## config.mk

```make
export PLATFORM = sky130hd
export DESIGN_NAME = prog_loader_flat
export DESIGN_NICKNAME = d
export VERILOG_FILES = /design/src/rtl/prog_loader_if.sv /design/src/rtl/prog_loader.sv /design/src/flat_wrapper.sv
export SDC_FILE = /design/constraint.sdc
export NUM_CORES = 1
export LEC_CHECK = 0
export CORE_ASPECT_RATIO = 0.7
export CORE_UTILIZATION = 55
export DETAILED_ROUTE_END_ITERATION = 10
export PLACE_DENSITY = 0.75
export SLEW_MARGIN = 10
export SYNTH_ARGS = -nofsm -noshare
export SYNTH_HDL_FRONTEND = slang
export SYNTH_SLANG_ARGS = --single-unit
```

## constraint.sdc

```tcl
create_clock -name clk -period 4.5 [get_ports clk]
set_input_delay 0.9 -clock clk [delete_from_list [all_inputs] [get_ports clk]]
set_output_delay 0.9 -clock clk [all_outputs]
set_load 0.1 [all_outputs]
```

## src/rtl/prog_loader_if.sv

```systemverilog
// Loader-side bundle: UART RX byte strobe in, instruction-memory write port and
// core release/status out. The loader drives through master; its peer uses slave.
interface prog_loader_if #(
  parameter int unsigned ADDR_W = 8
);
  logic              rx_valid;
  logic [7:0]        rx_data;
  logic              imem_we;
  logic [ADDR_W-1:0] imem_addr;
  logic [31:0]       imem_wdata;
  logic              core_reset;
  logic              done;
  logic              error;

  modport master (
    input  rx_valid, rx_data,
    output imem_we, imem_addr, imem_wdata, core_reset, done, error
  );

  modport slave (
    output rx_valid, rx_data,
    input  imem_we, imem_addr, imem_wdata, core_reset, done, error
  );
endinterface

```

## src/rtl/prog_loader.sv

```systemverilog
// Byte-stream program loader: parses MAGIC/LEN/data/CSUM frames, writes
// little-endian 32-bit words into imem and releases the core on a good checksum.
module prog_loader #(
  parameter int unsigned ADDR_W = 8,
  parameter logic [7:0]  MAGIC  = 8'hA5
) (
  input  logic          clk,
  input  logic          reset,
  prog_loader_if.master bus
);

  localparam logic [16:0] DEPTH = 17'(2 ** ADDR_W);

  typedef enum logic [2:0] {
    IDLE,
    LEN_LO,
    LEN_HI,
    DATA,
    CSUM,
    RUN,
    ERROR
  } state_t;

  state_t            state, state_n;
  logic [7:0]        len_lo, len_lo_n;
  logic [ADDR_W-1:0] last_word, last_n;
  logic [ADDR_W-1:0] word_idx, widx_n;
  logic [1:0]        byte_idx, bidx_n;
  logic [31:0]       asm_q, asm_n;
  logic [7:0]        csum, csum_n;
  logic [16:0]       len_full;

  logic              we_q, we_n;
  logic [ADDR_W-1:0] addr_q, addr_n;
  logic [31:0]       wdata_q, wdata_n;
  logic              crst_q, crst_n;
  logic              done_q, done_n;
  logic              err_q, err_n;

  always_ff @(posedge clk or posedge reset) begin
    if (reset) begin
      state     <= IDLE;
      len_lo    <= '0;
      last_word <= '0;
      word_idx  <= '0;
      byte_idx  <= '0;
      asm_q     <= '0;
      csum      <= '0;
      we_q      <= 1'b0;
      addr_q    <= '0;
      wdata_q   <= '0;
      crst_q    <= 1'b1;
      done_q    <= 1'b0;
      err_q     <= 1'b0;
    end else begin
      state     <= state_n;
      len_lo    <= len_lo_n;
      last_word <= last_n;
      word_idx  <= widx_n;
      byte_idx  <= bidx_n;
      asm_q     <= asm_n;
      csum      <= csum_n;
      we_q      <= we_n;
      addr_q    <= addr_n;
      wdata_q   <= wdata_n;
      crst_q    <= crst_n;
      done_q    <= done_n;
      err_q     <= err_n;
    end
  end

  // Outputs are computed here as next-values and registered above, so every
  // output changes exactly one cycle after the byte that caused it.
  always_comb begin
    state_n  = state;
    len_lo_n = len_lo;
    last_n   = last_word;
    widx_n   = word_idx;
    bidx_n   = byte_idx;
    asm_n    = asm_q;
    csum_n   = csum;
    we_n     = 1'b0;
    addr_n   = addr_q;
    wdata_n  = wdata_q;
    crst_n   = crst_q;
    done_n   = done_q;
    err_n    = err_q;
    len_full = {1'b0, bus.rx_data, len_lo};

    if (bus.rx_valid) begin
      unique case (state)
        IDLE: begin
          if (bus.rx_data == MAGIC) begin
            state_n = LEN_LO;
            crst_n  = 1'b1;
            done_n  = 1'b0;
            err_n   = 1'b0;
            csum_n  = '0;
          end
        end
        LEN_LO: begin
          len_lo_n = bus.rx_data;
          state_n  = LEN_HI;
        end
        LEN_HI: begin
          if (len_full > DEPTH) begin
            state_n = ERROR;
            err_n   = 1'b1;
            crst_n  = 1'b1;
          end else if (len_full == '0) begin
            state_n = CSUM;
            csum_n  = '0;
          end else begin
            state_n = DATA;
            last_n  = ADDR_W'(len_full - 17'd1);
            widx_n  = '0;
            bidx_n  = '0;
            csum_n  = '0;
          end
        end
        DATA: begin
          asm_n[8*byte_idx +: 8] = bus.rx_data;
          csum_n = csum + bus.rx_data;
          bidx_n = byte_idx + 2'd1;
          if (byte_idx == 2'd3) begin
            we_n    = 1'b1;
            addr_n  = word_idx;
            wdata_n = asm_n;
            widx_n  = word_idx + ADDR_W'(1);
            if (word_idx == last_word) state_n = CSUM;
          end
        end
        CSUM: begin
          if (bus.rx_data == csum) begin
            state_n = RUN;
            crst_n  = 1'b0;
            done_n  = 1'b1;
          end else begin
            state_n = ERROR;
            err_n   = 1'b1;
            crst_n  = 1'b1;
          end
        end
        RUN: begin
          if (bus.rx_data == MAGIC) begin
            state_n = LEN_LO;
            crst_n  = 1'b1;
            done_n  = 1'b0;
            csum_n  = '0;
          end
        end
        ERROR: begin
          if (bus.rx_data == MAGIC) begin
            state_n = LEN_LO;
            err_n   = 1'b0;
            csum_n  = '0;
          end
        end
        default: state_n = IDLE;
      endcase
    end
  end

  assign bus.imem_we    = we_q;
  assign bus.imem_addr  = addr_q;
  assign bus.imem_wdata = wdata_q;
  assign bus.core_reset = crst_q;
  assign bus.done       = done_q;
  assign bus.error      = err_q;

endmodule

```

## src/flat_wrapper.sv

```systemverilog
// flat-port wrapper written by rule: the top's interface ports become plain ports
module prog_loader_flat 
#(
  parameter int unsigned ADDR_W = 8,
  parameter logic [7:0]  MAGIC  = 8'hA5
)
  (clk, reset, bus_rx_valid, bus_rx_data, bus_imem_we, bus_imem_addr, bus_imem_wdata, bus_core_reset, bus_done, bus_error);
  prog_loader_if #(.ADDR_W(ADDR_W)) bus_i ();
  input  logic clk;
  input  logic reset;
  input wire logic [$bits(bus_i.rx_valid)-1:0] bus_rx_valid;
  input wire logic [$bits(bus_i.rx_data)-1:0] bus_rx_data;
  output wire logic [$bits(bus_i.imem_we)-1:0] bus_imem_we;
  output wire logic [$bits(bus_i.imem_addr)-1:0] bus_imem_addr;
  output wire logic [$bits(bus_i.imem_wdata)-1:0] bus_imem_wdata;
  output wire logic [$bits(bus_i.core_reset)-1:0] bus_core_reset;
  output wire logic [$bits(bus_i.done)-1:0] bus_done;
  output wire logic [$bits(bus_i.error)-1:0] bus_error;
  assign bus_i.rx_valid = bus_rx_valid;
  assign bus_i.rx_data = bus_rx_data;
  assign bus_imem_we = bus_i.imem_we;
  assign bus_imem_addr = bus_i.imem_addr;
  assign bus_imem_wdata = bus_i.imem_wdata;
  assign bus_core_reset = bus_i.core_reset;
  assign bus_done = bus_i.done;
  assign bus_error = bus_i.error;
  prog_loader #(.ADDR_W(ADDR_W), .MAGIC(MAGIC)) u_core (.clk(clk), .reset(reset), .bus(bus_i));
endmodule
```

# After elaboration in Yosys (flattened, before gate mapping)
# Cells that the tools add are included.
# op_classes
add_sub_neg	5
order_cmp	1
eq_ne	20
n_shift	2
muxes	30
bitwise	2
n_reduce_logical	21
# op_table
cell	n
two-way mux 8 bit	5
negator 5 -> 34 bit	1
variable shift 8 x 34 -> 32 bit (first input constant)	1
variable part select 8 x 34 -> 32 bit	1
bitwise mux 32 bit	1
case mux 8 bit (3 select lines)	1
AND reduction 4 bit	6
equality test 8 bit	2
greater-than comparator 16 x 9 -> 1 bit (second input constant)	1
zero test 16 bit	1
case mux 8 bit (2 select lines)	1
two-way mux 3 bit	5
case mux 3 bit (5 select lines)	1
!= test 2 x 1 -> 1 bit (second input constant)	7
AND reduction 5 bit	2
equality test 3 bit (second input constant)	3
two-way mux 1 bit	9
nonzero test 3 bit	3
adder 8 x 1 -> 8 bit (second input constant)	1
adder 8 bit	1
equality test 8 bit (second input constant)	1
subtractor 8 x 1 -> 8 bit (second input constant)	1
equality test 3 x 2 -> 1 bit (second input constant)	2
two-way mux 2 bit	3
other kinds (14)	21
# totals
regBits	113

# Logic depth before layout (Yosys ltp)
# Gate-level depths: netlist of run 1.
# logic_depth
word_depth	4
mapped_depth	10

# Worst setup path before layout of run 1
# No wires, ideal clock.
# synth_path
path_kind	input -> register
startpoint	input port bus_rx_data[3]
endpoint	register u_core.word_idx[4]
t_arrival_ns	2.818
t_required_ns	4.427
setup_slack_ns	1.609
path_stages	7
n_path_buf	2
cell_sequence	buf_4 or4_4 nand2b_4 o31a_1 buf_6 or4_4 a21oi_2
# synth_via
elab_chain_len	3
word_cells_on_any_way	5
cone_classes	order compare (1); eq/ne (2); reduce/logical (2)
# synth_lines
element	line_no	rtl
start: declaration	flat_wrapper.sv:12	input wire logic [$bits(bus_i.rx_data)-1:0] bus_rx_data;
greater-than comparator 16 x 9 -> 1 bit or zero test 16 bit (tied branches)	prog_loader.sv:106, prog_loader.sv:110	
!= test 2 bit (no source line)	--	
AND reduction 5 bit (no source line) (*)	--	
end signal: assignment	prog_loader.sv:59	word_idx <= widx_n;
end: declaration	prog_loader.sv:27	logic [ADDR_W-1:0] word_idx, widx_n;
# Every way passes the cells marked *; elsewhere a longest branch is shown, timed or not.
# A chain may end at the register's enable or synchronous reset.

# Worst setup path in the final report of run 1
# layout_path
startpoint	input port bus_rx_data[1]
endpoint	register u_core.word_idx[6]
# Same word-level chain as after synthesis.

==> results.md, run 1 <==
* Die area at 10600 um^2
* Number of nets in the final layout at 622
* Maximum capacitance violations at 0
* Number of library cell types mapped by synthesis at 58
* DRT antenna net count at 0
* Vias in the first global route at 4249
* RSZ-0062 raised after global routing: false
* Min Tclk post-route at 3310 ps
* Port Buf Inserts at 54
* Worst setup margin at 1190 ps
* Top-area cell type share of the netlist area at 0.502
* Area delta synth->final at 23.1%
* Beginning of the worst register-to-register path: u_core.byte_idx[0]
* Hold Slack at 489 ps
* Setup-violating endpoint count in the final report at 0
* Number of synthesized flops with an enable pin at 0
* Worst reg-to-reg path cell count at 6
* Max transition margin at 0.288
* Max Fclk at 0.302 GHz
* Core region area at 9760 um^2
* Clock tree root driver cell: clkbuf_16
* Filler instances at 730
* R2r setup slk at 1790 ps
* Synth Cell Area at 5580 um^2
* Total negative slack at 0 ps
* Startpoint of the lowest-slack hold path: u_core.asm_q[1]
* Effective utilization at floorplan at 0.572
* Number of sinks handled by clock tree synthesis at 113
* Final period util at 0.735
* Clock tree from TritonCTS: built
* Gates resized, CTS repair at 0
* Hold-fix buffer count after cts at 0
* Average detailed-routed wire length per instance at 18.1 um
* Proportion of register bits with asynchronous set or reset after synthesis at 1.00
* Status: completed
* Destination of the critical timing path: u_core.word_idx[6]
* Routed vias/inst at 6.01
* Setup clock skew after layout at 4.66 ps
* Crit path DAT at 3640 ps
* Total of warnings raised by yosys at 0
* Global-route wire length before repair at 22.0 mm
* Number of remaining DRC errors at 0
* Count of endpoints failing hold in the final timing report at 0
* Ratio of cells with drive above 1 in the final layout at 0.117
* Highest fanout seen on the critical path at 12
* Weighted congestion at the end of routability-driven global placement at 0.860
* IO Count at 55
* Most common library cells after synthesis: dfrtp_1, a21oi_1, nor2_1, a22o_1, nor2b_1
* Antenna diode count at 0
* Sequential cell area fraction in the yosys report at 0.507
* Maximum VDD drop at 525 uV
* Worst endpoint required time at 4830 ps
* Average size of a mapped cell at 10.3 um^2
* Total GRT Usage at 0.273
* Deepest clock path buffer count at 2
* Clock network latency to the later pin of the worst-skew pair at 410 ps
* HPWL after detailed placement at 8.45 mm
* Largest area contributor in the netlist: dfrtp_1
* Total of flip-flops plus latches after synthesis at 113
* Post-placement worst setup slack at 810 ps
* Endpoint class of the critical path: flip-flop
* CP Launch Type: primary input
* Beginning of the critical path: bus_rx_data[1]
* Deepest level of the CTS H-tree at 4
* Cell leakage power at 3.02 nW
* Number of buffers created by CTS at 17
* Detailed-route wire length at 13.3 mm
* Top cells by area, synth: dfrtp_1, a21oi_1, a22o_1
* Post-synthesis net count at 572
* Largest net degree at the start of global routing at 67
* Final Total Pwr at 6.06 mW
* Worst hold-check path type: reg -> reg
* Most frequently used flop master after synthesis: dfrtp_1
* Vertical die dimension at 86.3 um
* Capturing point of the worst reg2reg path: u_core.asm_q[6]
* Setup bufs post-CTS at 0
* Max-slew violations at 0
* Die W at 122 um
* Most common cell in the netlist: dfrtp_1
* Cells after Synth at 544
* Slew of the pin with the lowest slew margin at 1060 ps
* DRT iter0 DRCs at 360
* Crit path kind: in -> reg
* Number of optimization iterations in the first detailed-route pass at 5
* Initial antenna violation count at 0
* Routed via count at 4417
* Clock-pin slew on the worst setup and hold paths at 50 ps
* Row cnt at 30
* Congestion Overflow GR at 0
* Power per standard cell area at 882 nW/um^2
==> power breakdown <==
part	switching (mW)	total, mW	internal, mW
sequential	0.299	1.69	1.39
clock	0.467	1.46	0.996
combinational	2.04	2.91	0.866
==> final cells by class <==
type,instances,area (um^2),area share
Sequential cell,113,2830,0.412
Timing Repair Buffer,65,636,0.0925
Tap cell,128,160,0.0233
Clock inverter,10,181,0.0264
Clock buffer,22,454,0.0661
Multi-Input combinational cell,386,2560,0.373
Inverter,11,43.8,0.00638
==> registers in the layout (all words and copies together) (netlist names), 2 cells and up <==
register and count:
u_core.asm_q 32, u_core.bus.imem_addr 8, u_core.bus.imem_wdata 32, u_core.byte_idx 2, u_core.csum 8, u_core.last_word 8
u_core.len_lo 8, u_core.state 3, u_core.word_idx 8
==> logic make-up (layout without fill, tap and decap cells) <==
kind of cell               count (synthesis)  count (layout)  share of synthesized area
AOI/OAI and AO/OA                        166             166                      0.194
buffers and inverters                     45             108                     0.0345
and+or+nand+nor                          163             163                      0.155
muxes                                     18              18                     0.0357
xor gates and xnor gates                  21              21                     0.0330
DFF                                      113             113                      0.507
adders and majority gates                 18              18                     0.0413
==> worst min path at each step <==
stage | endpoint | slack (ps) | cells past startpoint
after detailed placement | u_core.asm_q[21] | 470 | 1
final | u_core.asm_q[1] | 490 | 1
after CTS | u_core.asm_q[1] | 490 | 1
after global routing | u_core.asm_q[0] | 510 | 1
after global placement | u_core.asm_q[11] | 480 | 1
after floorplan | u_core.asm_q[0] | 460 | 1
==> worst max-delay path, cell delays in order <==
cell	delay (ps)
clkdlybuf4s50_1	690
or4_4	680
nand2b_4	180
o31a_1	460
or4_1	570
a21oi_1	160
==> cell usage in the layout, fill, tap and decap left out, types with 3 or more instances in the layout <==
cell / synthesis / layout
dfrtp_1: 112 / 112
a21oi_1: 80 / 80
clkdlybuf4s50_1: 0 / 54
nor2_1: 47 / 47
nor2b_1: 36 / 36
a22o_1: 36 / 36
nand2_1: 29 / 29
clkbuf_16: 0 / 17
xnor2_1: 16 / 16
ha_1: 16 / 16
o21ai_0: 15 / 15
mux2_2: 15 / 15
buf_4: 1 / 10
inv_1: 11 / 9
nor3_1: 8 / 8
and3_1: 8 / 8
o31ai_1: 8 / 8
nand3_1: 6 / 6
nor4_1: 6 / 5
nand4_1: 5 / 5
xor2_1: 5 / 5
bufinv_16: 0 / 5
or4_4: 4 / 4
a22o_2: 4 / 4
clkbuf_1: 24 / 4
a211o_1: 3 / 3
mux2i_1: 3 / 3
clkinv_2: 0 / 3
==> layer usage <==
metal / vias up / GRT usage / wire length (um)
met4: 0 / 0.0743 / 145
met2: 178 / 0.403 / 5930
met5: - / 0 / 0
li1: 2054 / - / -
met3: 17 / 0.0579 / 755
met1: 2168 / 0.405 / 6460
==> stage by stage <==
stage,std cells,util,instance area (um^2)
2_1_floorplan,544,-,5580
3_3_place_gp,703,0.639,6230
3_5_place_dp,703,0.639,6230
4_1_cts,735,0.704,6870
5_1_grt,735,0.704,6870
6_report,735,0.704,6870
Note: power is estimated with default switching activity, not from simulation.
==> inputs of run 2 (changes only) <==
--- a/config.mk
+++ b/config.mk
@@ -6,7 +6,7 @@
 export NUM_CORES = 1
 export LEC_CHECK = 0
 export CORE_ASPECT_RATIO = 0.7
-export CORE_UTILIZATION = 55
+export CORE_UTILIZATION = 52
 export DETAILED_ROUTE_END_ITERATION = 10
 export PLACE_DENSITY = 0.75
 export SLEW_MARGIN = 10
==> constraint.sdc (replaced) <==
create_clock -name clk -period 2.75 [get_ports clk]
set_input_delay 0.55 -clock clk [delete_from_list [all_inputs] [get_ports clk]]
set_output_delay 0.55 -clock clk [all_outputs]
set_load 0.1 [all_outputs]
==> run 2 against run 1 <==
Effect of this change: sequential share of layout area is essentially flat; first-iteration DRC count grew 14%; sequential cell count unchanged; non-clock buffer count increased by 19; combinational power up 64%; wire length is 1.5% higher; clock skew grew 3.9 ps; worst hold slack better by 3.1 ps.
==> results.md, run 2 (synthesis results as in run 1) <==
* Status: completed
* Slew of the pin with the lowest slew margin at 669 ps (-391 ps)
* Gates resized, CTS repair at 0 (unchanged)
* Detailed-route wire length at 13.5 mm (+1.5%)
* Worst endpoint required time at 3090 ps (-1740 ps)
* Number of remaining DRC errors at 0 (unchanged)
* Setup bufs post-CTS at 0 (unchanged)
* Initial antenna violation count at 0 (unchanged)
* Post-detailed-placement cell area at 6280 um^2 (+0.82%)
* Clock-pin slew on the worst setup and hold paths at 50 ps (about the same)
* Antenna diode count at 0 (unchanged)
* Total GRT Usage at 0.257 (-0.0159)
* Highest fanout seen on the critical path at 8 (-4)
* Max Fclk at 0.390 GHz
* Core region area at 10400 um^2 (+6.5%)
* Congestion Overflow GR at 0 (unchanged)
* Deepest clock path buffer count at 2 (unchanged)
* Clock tree from TritonCTS: built
* Count of endpoints failing hold in the final timing report at 0 (unchanged)
* Die area at 11200 um^2 (+5.7%)
* DRT iter0 DRCs at 409 (+14%)
* Power per standard cell area at 1410 nW/um^2 (+60%)
* DRT antenna net count at 0 (unchanged)
* Vias in the first global route at 4122 (-3.0%)
* Critical path, cell by cell: inv_1, ha_1, or3b_2, o21a_1, o31a_1, or4_4, a21oi_2
* Max-slew violations at 0 (unchanged)
* Beginning of the worst register-to-register path: u_core.len_lo[0]
* Crit path kind: reg -> reg
* Ratio of cells with drive above 1 in the final layout at 0.211 (+0.0939)
* Endpoint class of the critical path: flip-flop
* Beginning of the critical path: u_core.len_lo[0]
* Routed via count at 4443 (+0.59%)
* Weighted congestion at the end of routability-driven global placement at 0.853 (-0.81%)
* Routed vias/inst at 5.86 (-2.5%)
* Filler instances at 834 (+14%)
* Final period util at 0.933
* Worst hold-check path type: reg -> reg
* Total negative slack at 0 ps (unchanged)
* Largest net degree at the start of global routing at 82 (+22%)
* IO Count at 55 (unchanged)
* Maximum capacitance violations at 0 (unchanged)
* Final Total Pwr at 9.66 mW (+59%)
* RSZ-0062 raised after global routing: false
* Deepest level of the CTS H-tree at 4 (unchanged)
* HPWL after detailed placement at 8.84 mm (+4.6%)
* Post-Layout Inst Area at 6860 um^2 (about the same)
* Number of optimization iterations in the first detailed-route pass at 5 (unchanged)
* Setup-violating endpoint count in the final report at 0 (unchanged)
* Clock tree root driver cell: clkbuf_16
* Die W at 126 um (+2.8%)
* Port Buf Inserts at 54 (unchanged)
* Commonest non-fill, non-tap cells in the layout: dfrtp_1, a21oi_1, buf_4
* Number of sinks handled by clock tree synthesis at 113 (unchanged)
* Vertical die dimension at 88.7 um (+2.8%)
* Max transition margin at 0.554 (+0.266)
* Number of nets in the final layout at 641 (+3.1%)
* Most common cell after layout, fill and taps aside: dfrtp_1
* Row cnt at 31 (+3.3%)
* Maximum VDD drop at 1180 uV (+130%)
* Startpoint of the lowest-slack hold path: u_core.asm_q[25]
* Area delta synth->final at 23.0% (about the same)
* Min Tclk post-route at 2560 ps
* Largest stage delay on the critical path at 550 ps (-140 ps)
* Setup clock skew after layout at 8.53 ps (+3.87 ps)
* Average detailed-routed wire length per instance at 17.8 um (-1.6%)
* Clock network latency to the later pin of the worst-skew pair at 410 ps (about the same)
* Cell leakage power at 3.14 nW (+4.0%)
* Global-route wire length before repair at 21.7 mm (-1.1%)
* CP Launch Type: flip-flop
* Number of buffers created by CTS at 17 (unchanged)
* CP max stage cell: or4_4
* Crit path DAT at 2900 ps (-740 ps)
* Effective utilization at floorplan at 0.537 (-0.0350)
* Hold-fix buffer count after cts at 0 (unchanged)
==> run 2: layout make-up <==
class	instances	area, um^2	area share
Clock inverter	5	75.1	0.0109
Sequential cell	113	2830	0.412
Tap cell	132	165	0.0241
Timing Repair Buffer	84	681	0.0992
Inverter	11	45.0	0.00656
Multi-Input combinational cell	386	2560	0.374
Clock buffer	27	503	0.0733
==> run 2: report_power, final <==
group,leakage [nW],internal (mW),switching [mW],total (mW)
Clock,0.285,1.42,0.732,2.16
Sequential,1.45,2.28,0.448,2.73
Combinational,1.41,1.37,3.41,4.77
==> run 2: routing by layer <==
layer  GRT usage  wire, um
met1       0.370      6540
met2       0.393      6080
met3      0.0502       717
met4      0.0865       148
met5           0         0
==> run 2: worst paths after layout <==
check	endpoint	cells after the start	slack, ps
max	u_core.word_idx[7]	7	190
min	u_core.asm_q[25]	1	490
max in group asynchronous	u_core.last_word[4]	3	1760
min in group asynchronous	u_core.csum[2]	3	580
min reg2reg	u_core.asm_q[25]	1	490
max reg2reg	u_core.word_idx[7]	7	190
==> run 2: worst max-delay path: cells and delay by family (launching register included) <==
kind                       cells  cell delay (ps)
and+or+nand+nor                2             1030
AOI/OAI and AO/OA              3              780
DFF                            1              380
adders and majority gates      1              160
buffers and inverters          1              130
==> run 2: per-stage QoR <==
step	hold slack, ps	std cells	utilization	worst slack, ps
final	492	758	0.660	185
after global routing	508	758	0.660	22.9
after CTS	492	758	0.660	188
after detailed placement	474	726	0.604	-128
after global placement	475	726	0.604	-78.9
after floorplan	458	544	-	209
